**src/rtl/prog_sequencer.sv**
```systemverilog
`default_nettype none
// ============================================================================
// Module   : prog_sequencer
// Brief    : Four-phase run controller driving a fetch unit's Init/ProgState
//            and timing its Halt flag against a watchdog.
// Revision : 1.0 - initial release
// ============================================================================
module prog_sequencer #(
  parameter int unsigned INIT_CYCLES = 2,
  parameter int unsigned MASK_CYCLES = 1,
  parameter int unsigned MAX_CYCLES  = 16'hFFFF,
  parameter int unsigned CNT_W       = 16
) (
  input  logic             CLK,
  input  logic             Reset_n,
  input  logic             Req,
  input  logic [1:0]       ProgNum,
  input  logic             Halt,
  input  logic [9:0]       PC,
  output logic             Init,
  output logic [1:0]       ProgState,
  output logic             Busy,
  output logic             Ack,
  output logic [CNT_W-1:0] CycleCount,
  output logic [9:0]       FinalPC,
  output logic             Timeout,
  output logic             Error
);

  localparam int unsigned      INIT_W      = (INIT_CYCLES > 1) ? $clog2(INIT_CYCLES) : 1;
  localparam logic [1:0]       c_prog_none = 2'b11;
  localparam logic [INIT_W-1:0] c_init_last = INIT_W'(INIT_CYCLES - 1);
  localparam logic [CNT_W-1:0] c_mask      = CNT_W'(MASK_CYCLES);
  localparam logic [CNT_W-1:0] c_max       = CNT_W'(MAX_CYCLES);

  typedef enum logic [2:0] {
    S_IDLE    = 3'd0,
    S_INIT    = 3'd1,
    S_RUN     = 3'd2,
    S_DONE    = 3'd3,
    S_RELEASE = 3'd4
  } state_t;

  state_t            r_state, w_state;
  logic [INIT_W-1:0] r_init_cnt, w_init_cnt;
  logic [1:0]        r_prog_sel, w_prog_sel;
  logic [CNT_W-1:0]  w_count;
  logic [9:0]        w_final_pc;
  logic              w_timeout;
  logic              w_error;
  logic              w_busy;

  always_comb begin
    w_state    = r_state;
    w_init_cnt = r_init_cnt;
    w_prog_sel = r_prog_sel;
    w_count    = CycleCount;
    w_final_pc = FinalPC;
    w_timeout  = Timeout;
    w_error    = Error;

    case (r_state)
      S_IDLE: begin
        if (Req) begin
          w_timeout  = 1'b0;
          w_count    = '0;
          w_init_cnt = '0;
          if (ProgNum != c_prog_none) begin
            w_prog_sel = ProgNum;
            w_error    = 1'b0;
            w_state    = S_INIT;
          end else begin
            w_error    = 1'b1;
            w_state    = S_DONE;
          end
        end
      end
      S_INIT: begin
        if (r_init_cnt == c_init_last) begin
          w_count = CNT_W'(1);
          w_state = S_RUN;
        end else begin
          w_init_cnt = r_init_cnt + INIT_W'(1);
        end
      end
      S_RUN: begin
        // A qualifying Halt takes priority over the watchdog in the same cycle
        if (Halt && (CycleCount > c_mask)) begin
          w_final_pc = PC;
          w_state    = S_DONE;
        end else if (CycleCount >= c_max) begin
          w_final_pc = PC;
          w_timeout  = 1'b1;
          w_state    = S_DONE;
        end else if (CycleCount != '1) begin
          w_count = CycleCount + CNT_W'(1);
        end
      end
      S_DONE: begin
        if (!Req) begin
          w_state = S_RELEASE;
        end
      end
      S_RELEASE: w_state = S_IDLE;
      default:   w_state = S_IDLE;
    endcase

    w_busy = (w_state == S_INIT) || (w_state == S_RUN);
  end

  // Outputs are decoded from the next state so they are registered
  always_ff @(posedge CLK or negedge Reset_n) begin
    if (!Reset_n) begin
      r_state    <= S_IDLE;
      r_init_cnt <= '0;
      r_prog_sel <= c_prog_none;
      Init       <= 1'b0;
      ProgState  <= c_prog_none;
      Busy       <= 1'b0;
      Ack        <= 1'b0;
      CycleCount <= '0;
      FinalPC    <= '0;
      Timeout    <= 1'b0;
      Error      <= 1'b0;
    end else begin
      r_state    <= w_state;
      r_init_cnt <= w_init_cnt;
      r_prog_sel <= w_prog_sel;
      Init       <= (w_state == S_INIT);
      ProgState  <= w_busy ? w_prog_sel : c_prog_none;
      Busy       <= w_busy;
      Ack        <= (w_state == S_DONE);
      CycleCount <= w_count;
      FinalPC    <= w_final_pc;
      Timeout    <= w_timeout;
      Error      <= w_error;
    end
  end

endmodule
`default_nettype wire
```
**config.mk**
```make
export PLATFORM = sky130hd
export DESIGN_NAME = prog_sequencer
export DESIGN_NICKNAME = d
export VERILOG_FILES = /design/src/rtl/prog_sequencer.sv
export SDC_FILE = /design/constraint.sdc
export NUM_CORES = 1
export LEC_CHECK = 0
export ABC_AREA = 0
export CORE_MARGIN = 10
export CORE_UTILIZATION = 45
export DETAILED_ROUTE_END_ITERATION = 12
export HOLD_SLACK_MARGIN = 0.05
export PLACE_DENSITY = 0.81
export SYNTH_ARGS = -nofsm -noshare
export SYNTH_HDL_FRONTEND = slang
export SYNTH_SLANG_ARGS = --single-unit
```
**constraint.sdc**
```tcl
create_clock -name CLK -period 2 [get_ports CLK]
set_input_delay 0.4 -clock CLK [delete_from_list [all_inputs] [get_ports CLK]]
set_output_delay 0.4 -clock CLK [all_outputs]
set_load 0.05 [all_outputs]
```
* After elaboration in Yosys (flattened, before gate mapping)
Cells that the tools add are included.
** Word-level totals
- Bits in registers :: 39
- Bits in latches :: 0
- Memory bits (writable) :: 0
- Memory bits (read-only) :: 0
- Input bits :: 16
- Output and inout bits :: 33
- Word-level logic and storage cells :: 67
- Memories :: 0
** Operators by class
- Add/subtract/negate cells :: 2
- Multiply operators :: 0
- Divide/modulo/power cells :: 0
- Magnitude comparators :: 2
- Equal/unequal tests :: 14
- Shift-type cells :: 0
- Muxes and demuxes :: 26
- Bitwise gates (word level) :: 0
- Reductions and logical operators :: 12
** Operator list (number)
- 16-bit 2-to-1 mux :: 5
- 16-bit one-hot mux with 3 select lines :: 1
- 10-bit 2-to-1 mux :: 2
- 16-bit by 1-bit adder with 16-bit output, second input constant :: 1
- 16-bit greater-or-equal comparator, second input constant :: 1
- 16-bit by 1-bit greater-than comparator with 1-bit output, second input constant :: 1
- 16-bit != test, second input constant :: 1
- 3-bit 2-to-1 mux :: 5
- 2-bit != test, second input constant :: 7
- 3-bit by 2-bit == test with 1-bit output, second input constant :: 4
- 3-bit one-hot mux with 4 select lines :: 1
- 2-bit 2-to-1 mux :: 5
- 3-bit by 1-bit == test with 1-bit output, second input constant :: 2
- 2-bit AND reduction :: 3
- 6-bit AND reduction :: 1
- 2-bit nonzero test :: 3
- 1-bit 2-to-1 mux :: 5
- 1-bit one-hot mux with 2 select lines :: 2
- 4-bit AND reduction :: 1
- 3-bit zero test :: 1
- 3-bit nonzero test :: 1
- 1-bit adder, second input constant :: 1
- 1-bit logical AND :: 1
- 1-bit logical OR :: 1

* Longest topological paths before layout
- Depth in word-level cells :: 7
- Depth in mapped cells :: 7
- Mapped depth without buffers :: 6

* Worst setup path before layout
No wires, ideal clock.
- Kind :: reg-to-reg
- From :: register CycleCount[0]
- To :: register FinalPC[0]
- Library setup time :: 0.127 ns
- Arrival :: 2.309 ns
- Required time :: 1.873 ns
- Path slack :: -0.436 ns
- Stages on the path, launching flop included :: 8
- Period minus slack after synthesis :: 2.436 ns
- Path through :: dfrtp_1 > ha_1 > nand3_2 > nor3_2 > nand4_4 > nand2_2 > buf_6 > mux2_1
** Between the ends
- Word-level cells in the longest chain between the ends :: 4
** Ends and longest elaborated chain
- start: declaration :: RTL line 24 : output logic [CNT_W-1:0] CycleCount,
- start signal: assignment :: RTL line 133 : CycleCount <= w_count;
- 16-bit by 1-bit greater-than comparator with 1-bit output :: RTL line 88 : if (Halt && (CycleCount > c_mask)) begin
- 1-bit logical AND :: RTL line 88
- 2-bit nonzero test (no line)
- 2-bit AND reduction (no line)
- end signal: assignment :: RTL line 134 : FinalPC <= w_final_pc;
- end: declaration :: RTL line 25 : output logic [9:0] FinalPC,
Several ways; a longest one is shown, not always the timed one.
A chain may end at the register's enable or synchronous reset.

* Worst setup path in the final report
- From :: register CycleCount[9]
- To :: register CycleCount[13]
** Between the ends
- Word-level cells in the longest chain between the ends :: 5
** Ends and longest elaborated chain
- 16-bit by 1-bit adder with 16-bit output :: RTL line 96 : w_count = CycleCount + CNT_W'(1);
- 16-bit 2-to-1 mux :: RTL line 95 : end else if (CycleCount != '1) begin
- 16-bit 2-to-1 mux :: RTL line 91 : end else if (CycleCount >= c_max) begin
- 16-bit 2-to-1 mux :: RTL line 88
- 16-bit one-hot mux with 3 select lines :: RTL line 62 : case (r_state)
Several ways; a longest one is shown, not always the timed one. The select of a mux whose other input is x is not followed.

==> results_dict.tcl <==
set metrics [dict create \
    layout-area-overhead-vs-synth_pct 56.2 \
    design_area_um2 3360 \
    cts.clk_slew.worst_paths_ns 0.08 \
    status "finished with violations" \
    path_cells "nor4_4 -> o211ai_1 -> buf_4 -> o211a_4 -> buf_4 -> o31ai_2 -> a31o_2" \
    ant_nets 0 \
    start_kind "register" \
    synth-compound-area-share_pct 19.0 \
    firstDrtPassIters 4 \
    vias 2098 \
    syn_inst 202 \
    core_um2 4690 \
    async_reset_ff_share_pct 100 \
    htreeDepth 2 \
    cts_root_buffer "clkbuf_8" \
    period_minus_slack_ns 2.04 \
    max_freq_mhz 491 \
    fill_cells 335 \
    grt_pass1_wl_um 9920 \
    clkLatencyLatePin_ns 0.29 \
    route.detailed.drc 0 \
    critical_path_class "register to register" \
    synth_area_per_cell_um2 10.7 \
    num_antenna_cells 0 \
    synth_mux_area_share_pct 6.22 \
    required_ns 2.24 \
    vias_per_cell 6.03 \
    cts_tree "done" \
    ys_seq_elements 39 \
    synth_top_family_by_area "simple AND/OR/NAND/NOR gates" \
    p_leak_nw 1.54 \
    die-height_um 89.2 \
    synth_ff_type "dfrtp_1" \
    yosys_warnings 0 \
    grtUsageTotal_pct 16.0 \
    endpoint_kind "register" \
    place_area_um2 2920 \
    die_x_um 89.2 \
    setup_viol 5 \
    vdd.ir_drop.worst_mv 0.962 \
    gp_congestion 0.917 \
    path_buf_inv 2 \
    dieArea_um2 7950 \
    cts_buffer_depth 2 \
    synthDistinctLibCells 53 \
    cpMostUsedCell "buf_4" \
    fin_tns_setup_ns -0.0671 \
    drive_above_1_share_pct 46.6 \
    violations "negative setup slack" \
    critical_path_arrival_ns 2.28 \
    fin_crit_sh_pct 102 \
    synth_edf_count 0 \
    rsz0062_at_grt "true" \
    place_hpwl_um 4470 \
    drv_slew 0 \
    numCtsBuffers 5 \
    row_count 25 \
    critPathMaxFanout 7 \
    numClockSinks 39 \
    grt_remaining_overflow 0 \
    synthAdderAreaFrac_pct 1.74 \
    max-slew-margin-rel_pct 50.8 \
    fin_skew_ns 0.00352 \
    antenna_found_initial 0 \
    initial_utilization_pct 45.9 \
    cp_top_family "compound AO/OA/AOI/OAI gates" \
    hp-class "register to register" \
    hold_slack_ns 0.489 \
    ios 49 \
    powerDensity_nw_per_um2 1330 \
    synth_seq_area_share_pct 45.6 \
    grt_pass1_vias 2010 \
    tightest_slew_ns 0.738 \
    max_cap_viol_count 0 \
    crit_path_top_delay_cell "dfrtp_2" \
    hold_viol_final 0 \
    num-nets-final 312 \
    avgRoutedWirePerCell_um 18.8 \
    synth_xor_area_share_pct 0 \
    slowest_delay_ns 0.43 \
    wirelength_um 6540 \
    io_buffer_count 48 \
    syn-num-nets 221 \
    syn_area_um2 2150 \
    grt_max_degree 22 \
    synth_simple_gate_area_share_pct 22.8 \
    drt-initial-drc-count 213 \
    layout_setup_ws_ns -0.0378 \
]
==> through the flow <==
step	total power [mW]	utilization (%)	cells	setup slack, ns
2_1_floorplan	2.60	-	202	-0.0127
3_3_place_gp	3.37	62.3	330	-0.132
3_5_place_dp	3.41	62.3	330	-0.228
4_1_cts	4.25	66.4	340	-0.0207
5_1_grt	4.69	71.7	348	-0.0660
6_report	4.47	71.7	348	-0.0378
==> layout by cell type (no fill, tap or decap), types with 4 or more instances in the layout <==
cell type        Yosys  routed
dfrtp_1             35      21
a21oi_1              4       4
nand3_1             13      12
clkbuf_8             0       5
dfrtp_2              0      14
nor2_1              11      11
inv_1                6       6
clkdlybuf4s50_1      0      29
dfstp_2              4       4
buf_4                1      61
a31oi_1              8       8
o41ai_2              1       8
nand2_1             18      16
mux2_1               6       6
o21ai_0              4       4
mux2_2               5       5
==> sequential cells by signal, summed over array words and instances, names as in the netlist <==
signal,count
r_state,3
r_prog_sel,2
r_init_cnt,1
FinalPC,10
Error,1
CycleCount,16
Ack,1
Init,1
Timeout,1
ProgState,2
Busy,1
==> final timing paths <==
path	startpoint	to	slack, ns	depth (start not counted)
worst max register to register	CycleCount[9]$_DFFE_PN0P_	CycleCount[13]$_DFFE_PN0P_	-0.04	7
min in group asynchronous	Reset_n	FinalPC[6]$_DFFE_PN0P_	0.58	2
max in group asynchronous	Reset_n	CycleCount[6]$_DFFE_PN0P_	0.89	3
worst max-delay path	CycleCount[9]$_DFFE_PN0P_	CycleCount[13]$_DFFE_PN0P_	-0.04	7
worst min register to register	FinalPC[2]$_DFFE_PN0P_	FinalPC[2]$_DFFE_PN0P_	0.49	1
worst min-delay path	FinalPC[2]$_DFFE_PN0P_	FinalPC[2]$_DFFE_PN0P_	0.49	1
==> final cells by class <==
cell class | instances | area [µm²] | share of cell area (%)
well taps | 54 | 67.6 | 2.01
clock inverters | 3 | 67.6 | 2.01
inverters | 6 | 22.5 | 0.669
multi-input cells | 146 | 1330 | 39.6
flip-flops and latches | 39 | 998 | 29.7
clock buffers | 5 | 68.8 | 2.05
repair buffers | 95 | 807 | 24.0
==> worst register-to-register path, stage by stage, from the launching register on <==
cell      delay, ns
dfrtp_2        0.43
nor4_4         0.32
o211ai_1       0.18
buf_4          0.18
o211a_4        0.29
buf_4          0.17
o31ai_2        0.26
a31o_2         0.15
==> report_power, final <==
| part | switching (mW) | internal, mW | total, mW |
|---|---|---|---|
| Combinational | 1.54 | 0.973 | 2.51 |
| Sequential | 0.123 | 1.04 | 1.17 |
| Clock | 0.295 | 0.498 | 0.792 |
==> cell usage after synthesis (3+ instances only) <==
cell      count  area (µm²)
o21ai_0       4        20.0
dfstp_2       4         105
a21oi_1       4        20.0
ha_1          3        37.5
o21bai_1      3        22.5
nand4_1       3        18.8
mux2_2        5        56.3
nor2_1       11        41.3
a31o_2        3        26.3
a31oi_1       8        50.1
buf_2         6        30.0
nand2_1      18        67.6
and3_1        3        18.8
inv_1         6        22.5
mux2_1        6        67.6
o41ai_1      13         114
nand4b_1      3        26.3
dfrtp_1      35         876
nor4_1        4        25.0
nand3_1      13        65.1
buf_6         3        33.8
nand3b_1      3        22.5
==> what timing repair did <==
item,in CTS,in global routing
gates cloned,0,1
setup buffers,1,7
resized for setup,6,30
pin swaps,0,11
hold buffers,1,0
hold endpoints to repair,11,0
endpoints found under the setup margin,13,26
==> metal layers <==
metal  share of wire, %  GRT usage, %
met4                2.1          5.35
met1                 41          19.1
met3                7.6          4.47
met2                 49          26.9
met5                  0             0
==> kinds of logic (layout without fill, tap and decap cells) <==
logic type	Yosys count	in the layout
AOI/OAI and AO/OA	52	53
adders and majority gates	3	3
buffers and inverters	18	109
DFF	39	39
muxes	12	12
and+or+nand+nor	78	78
No activity file was read; power rests on OpenSTA's default activity.
